===== config.mk =====
export PLATFORM = sky130hd
export DESIGN_NAME = i2s_tx_fifo_flat
export DESIGN_NICKNAME = d
export VERILOG_FILES = /design/src/rtl/i2s_tx_fifo_if.sv /design/src/rtl/i2s_tx_fifo.sv /design/src/flat_wrapper.sv
export SDC_FILE = /design/constraint.sdc
export NUM_CORES = 1
export LEC_CHECK = 0
export BUFFER_PORTS_ARGS = -buffer_cell sky130_fd_sc_hd__buf_2
export CELL_PAD_IN_SITES_DETAIL_PLACEMENT = 1
export CELL_PAD_IN_SITES_GLOBAL_PLACEMENT = 1
export CORE_UTILIZATION = 31
export CTS_CLUSTER_DIAMETER = 30
export DETAILED_ROUTE_END_ITERATION = 16
export GPL_TIMING_DRIVEN = 0
export PLACE_DENSITY_LB_ADDON = 0.12
export REMOVE_ABC_BUFFERS = 1
export SYNTH_ARGS = -nofsm -noshare
export SYNTH_HDL_FRONTEND = slang
export SYNTH_SLANG_ARGS = --single-unit

===== constraint.sdc =====
create_clock -name AMCLK_i -period 10.9 [get_ports AMCLK_i]
set_clock_uncertainty 0.15 [all_clocks]
set_input_delay 2.18 -clock AMCLK_i [delete_from_list [all_inputs] [get_ports AMCLK_i]]
set_output_delay 2.18 -clock AMCLK_i [all_outputs]
set_load 0.05 [all_outputs]

===== src/rtl/i2s_tx_fifo_if.sv =====
// Sample-pair write bus from the interpolation path into the I2S transmitter FIFO.
interface i2s_tx_fifo_if;
  logic [23:0] APSDATA_LEFT_i;
  logic [23:0] APSDATA_RIGHT_i;
  logic        APDATA_VALID_i;

  modport master (output APSDATA_LEFT_i, APSDATA_RIGHT_i, APDATA_VALID_i);
  modport slave  (input  APSDATA_LEFT_i, APSDATA_RIGHT_i, APDATA_VALID_i);
endinterface


===== src/rtl/i2s_tx_fifo.sv =====
// Philips I2S master transmitter: BCK/WS generated from AMCLK, 24-bit stereo pairs
// buffered in a small FIFO and popped once per 64-BCK frame.
module i2s_tx_fifo #(
  parameter int unsigned BCK_HALF_DIV = 4,
  parameter int unsigned FIFO_AW      = 2
) (
  input  logic               AMCLK_i,
  input  logic               ARST,
  i2s_tx_fifo_if.slave       i_wr,
  output logic               I2S_BCK,
  output logic               I2S_WS,
  output logic               I2S_DATA,
  output logic [FIFO_AW:0]   FIFO_LEVEL_o,
  output logic               UNDERRUN_o,
  output logic               OVERRUN_o
);

  localparam int unsigned Depth = 2 ** FIFO_AW;
  localparam int unsigned DivW  = (BCK_HALF_DIV > 1) ? $clog2(BCK_HALF_DIV) : 1;
  localparam logic [DivW-1:0]  DivLast = DivW'(BCK_HALF_DIV - 1);
  localparam logic [FIFO_AW:0] LvlFull = {1'b1, {FIFO_AW{1'b0}}};

  logic [DivW-1:0]    r_div_cnt;
  logic               r_bck;
  logic [5:0]         r_bit_cnt;
  logic               r_ws;
  logic               r_data;
  logic [FIFO_AW-1:0] r_wr_ptr;
  logic [FIFO_AW-1:0] r_rd_ptr;
  logic [FIFO_AW:0]   r_level;
  logic [23:0]        r_held_l;
  logic [23:0]        r_held_r;
  logic               r_underrun;
  logic               r_overrun;
  logic [47:0]        r_mem [Depth];

  logic               w_div_tc;
  logic               w_fall;
  logic [5:0]         w_bit_nxt;
  logic               w_frame_start;
  logic               w_empty;
  logic               w_full;
  logic               w_pop;
  logic               w_push;
  logic               w_drop;
  logic [23:0]        w_head_l;
  logic [23:0]        w_head_r;
  logic [23:0]        w_cur_l;
  logic [23:0]        w_cur_r;
  logic [23:0]        w_sample;
  logic [4:0]         w_pos;
  logic [4:0]         w_idx;
  logic               w_bit;
  logic [FIFO_AW:0]   w_level_nxt;

  assign w_div_tc      = (r_div_cnt == DivLast);
  assign w_fall        = w_div_tc & r_bck;
  assign w_bit_nxt     = r_bit_cnt + 6'd1;
  assign w_frame_start = w_fall & (w_bit_nxt == 6'd0);
  assign w_empty       = (r_level == '0);
  assign w_full        = (r_level == LvlFull);
  assign w_pop         = w_frame_start & ~w_empty;
  // A full FIFO still accepts a write on the cycle it pops.
  assign w_push        = i_wr.APDATA_VALID_i & (~w_full | w_pop);
  assign w_drop        = i_wr.APDATA_VALID_i & w_full & ~w_pop;

  assign {w_head_l, w_head_r} = r_mem[r_rd_ptr];
  assign w_cur_l  = w_pop ? w_head_l : r_held_l;
  assign w_cur_r  = w_pop ? w_head_r : r_held_r;
  assign w_sample = w_bit_nxt[5] ? w_cur_r : w_cur_l;
  assign w_pos    = w_bit_nxt[4:0];
  assign w_idx    = 5'd24 - w_pos;

  // Slot position 0 is the I2S one-bit delay; 25..31 are zero padding.
  always_comb begin
    w_bit = 1'b0;
    if ((w_pos >= 5'd1) && (w_pos <= 5'd24)) begin
      w_bit = w_sample[w_idx];
    end
  end

  always_comb begin
    w_level_nxt = r_level;
    if (w_push && !w_pop) begin
      w_level_nxt = r_level + (FIFO_AW + 1)'(1);
    end else if (w_pop && !w_push) begin
      w_level_nxt = r_level - (FIFO_AW + 1)'(1);
    end
  end

  always_ff @(posedge AMCLK_i) begin
    if (w_push) begin
      r_mem[r_wr_ptr] <= {i_wr.APSDATA_LEFT_i, i_wr.APSDATA_RIGHT_i};
    end
  end

  always_ff @(posedge AMCLK_i or posedge ARST) begin
    if (ARST) begin
      r_div_cnt  <= '0;
      r_bck      <= 1'b0;
      r_bit_cnt  <= 6'd63;
      r_ws       <= 1'b1;
      r_data     <= 1'b0;
      r_wr_ptr   <= '0;
      r_rd_ptr   <= '0;
      r_level    <= '0;
      r_held_l   <= '0;
      r_held_r   <= '0;
      r_underrun <= 1'b0;
      r_overrun  <= 1'b0;
    end else begin
      r_div_cnt <= w_div_tc ? '0 : r_div_cnt + DivW'(1);
      if (w_div_tc) begin
        r_bck <= ~r_bck;
      end
      if (w_fall) begin
        r_bit_cnt <= w_bit_nxt;
        r_ws      <= w_bit_nxt[5];
        r_data    <= w_bit;
      end
      if (w_pop) begin
        r_held_l <= w_head_l;
        r_held_r <= w_head_r;
        r_rd_ptr <= r_rd_ptr + FIFO_AW'(1);
      end
      if (w_push) begin
        r_wr_ptr <= r_wr_ptr + FIFO_AW'(1);
      end
      r_level    <= w_level_nxt;
      r_underrun <= w_frame_start & w_empty;
      r_overrun  <= w_drop;
    end
  end

  assign I2S_BCK      = r_bck;
  assign I2S_WS       = r_ws;
  assign I2S_DATA     = r_data;
  assign FIFO_LEVEL_o = r_level;
  assign UNDERRUN_o   = r_underrun;
  assign OVERRUN_o    = r_overrun;

endmodule


===== src/flat_wrapper.sv =====
// flat-port wrapper written by rule: the top's interface ports become plain ports
module i2s_tx_fifo_flat 
#(
  parameter int unsigned BCK_HALF_DIV = 4,
  parameter int unsigned FIFO_AW      = 2
)
  (AMCLK_i, ARST, I2S_BCK, I2S_WS, I2S_DATA, FIFO_LEVEL_o, UNDERRUN_o, OVERRUN_o, i_wr_APSDATA_LEFT_i, i_wr_APSDATA_RIGHT_i, i_wr_APDATA_VALID_i);
  i2s_tx_fifo_if i_wr_i ();
  input  logic AMCLK_i;
  input  logic ARST;
  output logic I2S_BCK;
  output logic I2S_WS;
  output logic I2S_DATA;
  output logic [FIFO_AW:0] FIFO_LEVEL_o;
  output logic UNDERRUN_o;
  output logic OVERRUN_o;
  input wire logic [$bits(i_wr_i.APSDATA_LEFT_i)-1:0] i_wr_APSDATA_LEFT_i;
  input wire logic [$bits(i_wr_i.APSDATA_RIGHT_i)-1:0] i_wr_APSDATA_RIGHT_i;
  input wire logic [$bits(i_wr_i.APDATA_VALID_i)-1:0] i_wr_APDATA_VALID_i;
  assign i_wr_i.APSDATA_LEFT_i = i_wr_APSDATA_LEFT_i;
  assign i_wr_i.APSDATA_RIGHT_i = i_wr_APSDATA_RIGHT_i;
  assign i_wr_i.APDATA_VALID_i = i_wr_APDATA_VALID_i;
  i2s_tx_fifo #(.BCK_HALF_DIV(BCK_HALF_DIV), .FIFO_AW(FIFO_AW)) u_core (.AMCLK_i(AMCLK_i), .ARST(ARST), .i_wr(i_wr_i), .I2S_BCK(I2S_BCK), .I2S_WS(I2S_WS), .I2S_DATA(I2S_DATA), .FIFO_LEVEL_o(FIFO_LEVEL_o), .UNDERRUN_o(UNDERRUN_o), .OVERRUN_o(OVERRUN_o));
endmodule

==> reports/results.ini, run 1 <==
[grt]
antenna_found_initial = 1
use_met1_pct = 17.19
grt_use_met3_pct = 3.178
grt_pass1_wl_mm = 37.48
grt_max_degree = 54
track_usage_pct = 14.26
grt_pass1_vias = 6387
grt_util_met2_pct = 24.14
grt-ovfl-total = 0
grt.busiest_layer = met2

[logic_synthesis]
synthAdderAreaFrac_pct = 1.253
synthXorXnorAreaFrac_pct = 1.808
synth_compound_area_share_pct = 3.132
synth_area_um2 = 10590
synth_top_family_by_area = multiplexers
synth_ff_type = edfxtp_1
synth_edf_count = 192
ys_seq_area_share_pct = 70.37
synth_mux_area_share_pct = 18.15
post_synth.cell_area_avg_um2 = 18.84
ys_top_cells_by_area = edfxtp_1 54%, dfrtp_1 14%, mux4_2 12%, mux2_2 5.3%, dfstp_2 1.5%
yosys_warnings = 0
netlist_instances = 562
synth.largest_area_cell = edfxtp_1
synth_top_cell_area_share_pct = 54.46
synthSimpleGateAreaFrac_pct = 3.439
ys_ff_latch = 259
synthDistinctLibCells = 52
async_reset_ff_share_pct = 25.87

[critical_path]
r2r_end = u_core.I2S_DATA$_DFFE_PP0P_
r2r-start = u_core.r_bit_cnt[0]$_DFFE_PP1P_
r2r_slack_ps = 6730
worstSetupStartpointType = flop
end_kind = flop
cp_cell_sequence = ha_1 -> xor2_2 -> nor2_2 -> nand4_4 -> nor2_8 -> mux4_2 -> o21ai_1 -> a2111oi_2 -> o211a_1
required_ps = 11190
path_class = reg -> reg
cp_slowest_stage_delay_ps = 880
crit_fanout = 53
r2r_cells = 9
cp_slowest_cell = dfstp_2
cp.arrival_ps = 4450

[timing]
max_freq_mhz = 240.0
drv_slew = 0
rsz0062_at_grt = no
min_period_ps = 4167
min_period_over_period_pct = 38.23
hold_viol = 0
slew_headroom_pct = 32.20
finalSetupTns_ps = 0
setup_viol = 0
worst_pin_slew_ps = 1017
finalHoldWorstSlack_ps = 277.2

[placed_design]
dp_cells = 1046
dpl.hpwl_mm = 14.38
io_buffers = 58
gp_congestion = 0.7336

[clock_tree]
cts_setup_buffers = 0
cts_hold_buffers = 0
clk_path_buf_depth = 3
ctsResizeCount = 0
clockRootBuffer = clkbuf_16
cts_num_sinks = 259
clock_latency_ps = 560
cts_tree = yes
cts.reportedPaths.clkPinSlew_ps = 40
cts_made_buffers = 56
htreeDepth = 2

[floorplanning]
start_util_pct = 31.57
dieHeight_um = 186.8
die_area_um2 = 34890
dieWidth_um = 186.8
rows = 67
core-area_um2 = 33530
boundaryPins = 59

[outcome]
status = completed

[power_and_ir_drop]
p_leak_nw = 5.021
total_power_mw = 3.298
sw_frac_of_total_pct = 22.40
peakVddDrop_mv = 0.1036
seqPwrFrac_pct = 38.5
p_per_area_nw_per_um2 = 245.4
clkPwrFrac_pct = 53.1
internal_power_mw = 2.559
p_sw_uw = 738.9
p_comb_share_pct = 8.4

[detailed_routing]
wire_per_inst_um = 20.44
via_per_inst = 4.774
ant_nets = 0
drt_iter0_drc = 218
drt-total-wl_mm = 23.57
num_vias = 5504
firstDrtPassIters = 4
drc = 0

[layout]
fill_cells = 3278
multi_input_comb_area_um2 = 2952
final_layout_size_suffix_gt1_share_pct = 40.20
fin_cells = 1153
fin_util_pct = 40.07
syn2layout_area_growth_pct = 26.94
seq_area_um2 = 7457
layout.nets = 717

[worst_hold_path]
hold_class = reg -> reg
whs_path_depth = 1
hold_start = u_core.r_div_cnt[0]$_DFF_PP0_
hold_end = u_core.r_div_cnt[0]$_DFF_PP0_

[job]
drv_cap = 0

==> metal layers <==
layer  up-vias  wire length [um]
met5         -                 0
met4         0               750
met3        48               892
met2       113             11990
met1      2908              9933
li1       2435                 -
==> registers in the layout (all words and copies together) (netlist names), 2 cells and up <==
signal,cells
u_core.r_mem,192
u_core.r_rd_ptr,2
u_core.r_wr_ptr,2
u_core.r_div_cnt,2
u_core.r_held_r,24
u_core.r_held_l,24
u_core.r_bit_cnt,5
u_core.FIFO_LEVEL_o,3
==> cells by family after synthesis <==
| logic type | Yosys count |
|---|---|
| xor+xnor | 21 |
| flops | 259 |
| simple gates | 69 |
| compound gates | 48 |
| buf+inv | 38 |
| fa+ha+maj | 10 |
| mux | 117 |
==> cells in the mapped netlist (2+ instances only) <==
cell type,n
buf_1,2
mux2_2,50
o2111ai_1,2
buf_4,4
a221oi_1,3
and2_1,6
inv_1,9
buf_2,16
o21ai_0,13
nor3_1,7
clkbuf_1,4
mux2i_1,12
nand3_1,10
edfxtp_1,192
nor2_1,15
xor2_1,9
and3_1,2
dfrtp_1,61
o31ai_1,3
nand2b_1,2
nand2_1,19
ha_1,9
buf_6,2
a31oi_1,2
o221ai_1,2
mux4_2,55
dfstp_2,6
a21oi_1,11
xnor2_1,11
==> area by class of cell <==
cell class              instances  area share (%)
diodes                          1         0.01862
clock buffers                  77           11.70
clock inverters                29           3.166
inverters                      10          0.3166
multi-input cells             265           21.96
flip-flops and latches        259           55.49
well taps                     448           4.171
repair buffers                 64           3.166
==> stage by stage <==
stage | setup WS [ps] | cell area [um2]
6_report | 6733 | 13440
5_1_grt | 6421 | 13440
4_1_cts | 6608 | 13440
3_5_place_dp | 6629 | 11440
3_3_place_gp | 5041 | 11280
2_1_floorplan | 6530 | 10430
==> power by group through the flow <==
stage	clock network, mW	logic (mW)	registers [mW]
after floorplan	0	0.136	1.30
after global placement	0	0.254	1.30
after detailed placement	0	0.289	1.29
after CTS	1.80	0.288	1.27
after global routing	1.84	0.306	1.28
final	1.75	0.277	1.27
==> cells in the final DEF, fill, tap and decap left out, types with 5 or more instances in the layout <==
cell	Yosys	layout
clkinv_2	0	7
dfstp_2	6	6
mux4_2	55	55
xor2_1	9	9
nor3_1	7	7
nand2_1	19	19
buf_2	16	58
clkbuf_1	4	14
dfrtp_1	61	59
inv_1	9	8
nor2_1	15	15
o21ai_0	13	13
ha_1	9	9
bufinv_16	0	10
edfxtp_1	192	192
a21oi_1	11	11
clkbuf_16	0	58
clkbuf_8	0	5
mux2i_1	12	12
xnor2_1	11	11
mux2_2	50	50
nand3_1	10	10
==> critical path: cells and delay by family (launching register included) <==
| family | cells | cell delay, ps |
|---|---|---|
| adder cells (fa/ha/maj) | 1 | 460 |
| multiplexers | 1 | 420 |
| AND/OR/NAND/NOR | 3 | 1200 |
| AO/OA/AOI/OAI | 3 | 680 |
| flip-flops | 1 | 880 |
| XOR/XNOR | 1 | 230 |
==> how the worst max path moves through the flow <==
stage,start,endpoint,slack (ps),cells past startpoint
2_1_floorplan,i_wr_APDATA_VALID_i,u_core.r_mem[0][0]$_DFFE_PP_,6530,3
3_3_place_gp,i_wr_APDATA_VALID_i,u_core.r_mem[2][0]$_DFFE_PP_,5040,4
3_5_place_dp,i_wr_APDATA_VALID_i,u_core.FIFO_LEVEL_o[2]$_DFFE_PP0P_,6630,9
4_1_cts,u_core.r_bit_cnt[0]$_DFFE_PP1P_,u_core.I2S_DATA$_DFFE_PP0P_,6610,9
5_1_grt,u_core.r_bit_cnt[0]$_DFFE_PP1P_,u_core.I2S_DATA$_DFFE_PP0P_,6420,9
6_report,u_core.r_bit_cnt[0]$_DFFE_PP1P_,u_core.I2S_DATA$_DFFE_PP0P_,6730,9
Note: power is estimated with default switching activity, not from simulation.
==> run 2, diff against run 1 <==
==> constraint.sdc (replaced) <==
create_clock -name AMCLK_i -period 3.71 [get_ports AMCLK_i]
set_clock_uncertainty 0.15 [all_clocks]
set_input_delay 0.742 -clock AMCLK_i [delete_from_list [all_inputs] [get_ports AMCLK_i]]
set_output_delay 0.742 -clock AMCLK_i [all_outputs]
set_load 0.05 [all_outputs]
==> reports/results.ini, run 2 (synthesis results as in run 1) <==
[outcome]
status = completed

[detailed_routing]
drt_iter0_drc = 219
firstDrtPassIters = 4
wire_per_inst_um = 20.99
ant_nets = 0
via_per_inst = 4.826
drt-total-wl_mm = 24.41
drc = 0
num_vias = 5613

[floorplanning]
start_util_pct = 31.57
core-area_um2 = 33530
dieWidth_um = 186.8
dieHeight_um = 186.8
boundaryPins = 59
die_area_um2 = 34890
rows = 67

[timing]
worst_pin_slew_ps = 1085
hold_viol = 0
slew_headroom_pct = 27.26
min_period_over_period_pct = 95.58
finalSetupTns_ps = 0
min_period_ps = 3546
setup_viol = 0
finalHoldWorstSlack_ps = 246.5
rsz0062_at_grt = yes
max_freq_mhz = 282.0
drv_slew = 0

[clock_tree]
clk_path_buf_depth = 3
clock_latency_ps = 560
cts_tree = yes
clockRootBuffer = clkbuf_16
cts_made_buffers = 56
cts.reportedPaths.clkPinSlew_ps = 40
htreeDepth = 2
cts_num_sinks = 259

[grt]
grt_pass1_wl_mm = 38.30
use_met1_pct = 17.72
grt.busiest_layer = met2
grt-ovfl-total = 0
grt_util_met2_pct = 24.93
grt_use_met3_pct = 3.235
antenna_found_initial = 1
grt_max_degree = 50
grt_pass1_vias = 6447
track_usage_pct = 14.66

[layout]
fill_cells = 3268
final_cell_mix = 192 x edfxtp_1, 59 x dfrtp_1, 58 x clkbuf_16, 58 x buf_2, 55 x mux4_2
regMostFlops = u_core.r_mem
layout.nets = 727
fin_cells = 1163
final_common_cell = edfxtp_1
syn2layout_area_growth_pct = 28.20
seq_area_um2 = 7461
top_regs = u_core.r_mem x192, u_core.r_held_l x24, u_core.r_held_r x24
fin_util_pct = 40.47
multi_input_comb_area_um2 = 3007
final_layout_size_suffix_gt1_share_pct = 41.46
largest_register_ffs = 192

[power_and_ir_drop]
peakVddDrop_mv = 0.3035
total_power_mw = 9.733
p_leak_nw = 5.075
p_per_area_nw_per_um2 = 717.2

[worst_hold_path]
whs_path_depth = 1
hold_class = in -> reg

[placed_design]
dp_cells = 1046
io_buffers = 58
dpl.hpwl_mm = 14.38
gp_congestion = 0.7336

[critical_path]
r2r_cells = 8
cp.arrival_ps = 3630
required_ps = 3800
worstSetupStartpointType = flop
end_kind = flop
crit_fanout = 29
path_class = reg -> reg

[job]
drv_cap = 0

## run 2: cell count changes in the layout (fill, tap and decap cells not counted), sizes merged
cell,previous run,this run
nor2,17,19
dlygate4sd3,0,1
buf,64,71
## run 2: stage by stage
| step | setup slack (ps) | instance area [um2] |
|---|---|---|
| finish | 164.0 | 13570 |
| floorplan | -135.4 | 10430 |
| CTS | 93.15 | 13530 |
| global route | -7.094 | 13570 |
| global placement | -1868 | 11280 |
| detailed placement | -557.7 | 11440 |
## run 2: timing repair
action | CTS | global route
hold buffers | 1 | 0
pin swaps | 1 | 1
endpoints found under the setup margin | 196 | 2
hold endpoints to repair | 15 | 0
resized for setup | 6 | 1
cloned | 2 | 0
setup buffers | 3 | 4
## run 2: area by class of cell
class	instances	share of cell area [%]
Sequential cell	259	54.97
Multi-Input combinational cell	267	22.15
Clock buffer	77	11.59
Tap cell	448	4.130
Timing Repair Buffer	72	3.688
Clock inverter	29	3.134
Inverter	10	0.3134
Antenna cell	1	0.01844
## run 2: path summary, 6_finish.rpt
| check | slack, ps | from | to |
|---|---|---|---|
| min in group asynchronous | 560 | ARST | u_core.r_held_r[23]$_DFF_PP0_ |
| hold reg to reg | 280 | u_core.r_div_cnt[0]$_DFF_PP0_ | u_core.r_div_cnt[0]$_DFF_PP0_ |
| setup / recovery | 160 | u_core.r_bit_cnt[0]$_DFFE_PP1P_ | u_core.r_mem[3][2]$_DFFE_PP_ |
| setup reg to reg | 160 | u_core.r_bit_cnt[0]$_DFFE_PP1P_ | u_core.r_mem[3][2]$_DFFE_PP_ |
| hold / removal | 250 | i_wr_APSDATA_LEFT_i[7] | u_core.r_mem[0][31]$_DFFE_PP_ |
| max in group asynchronous | 2210 | ARST | u_core.r_bit_cnt[3]$_DFFE_PP1P_ |
## run 2: layer usage
| layer | vias up | share of wire, % |
|---|---|---|
| met5 | - | 0 |
| met4 | 0 | 3.2 |
| met3 | 55 | 3.9 |
| met2 | 127 | 51 |
| met1 | 2972 | 42 |
| li1 | 2459 | - |
## run 2: report_power, final
part / switching, mW / leakage, nW / internal [mW]
registers: 0.116 / 2.66 / 3.62
logic: 0.567 / 1.46 / 0.282
clock network: 1.52 / 0.965 / 3.63
total: 2.20 / 5.08 / 7.54
## run 2: critical path, cell delays in order (launching register included)
cell and delay [ps]:
dfstp_4 790, ha_2 350, xor2_1 110, o2bb2ai_2 270
nand4_4 330, a31oi_4 350, buf_4 160, and2_4 390
buf_12 280
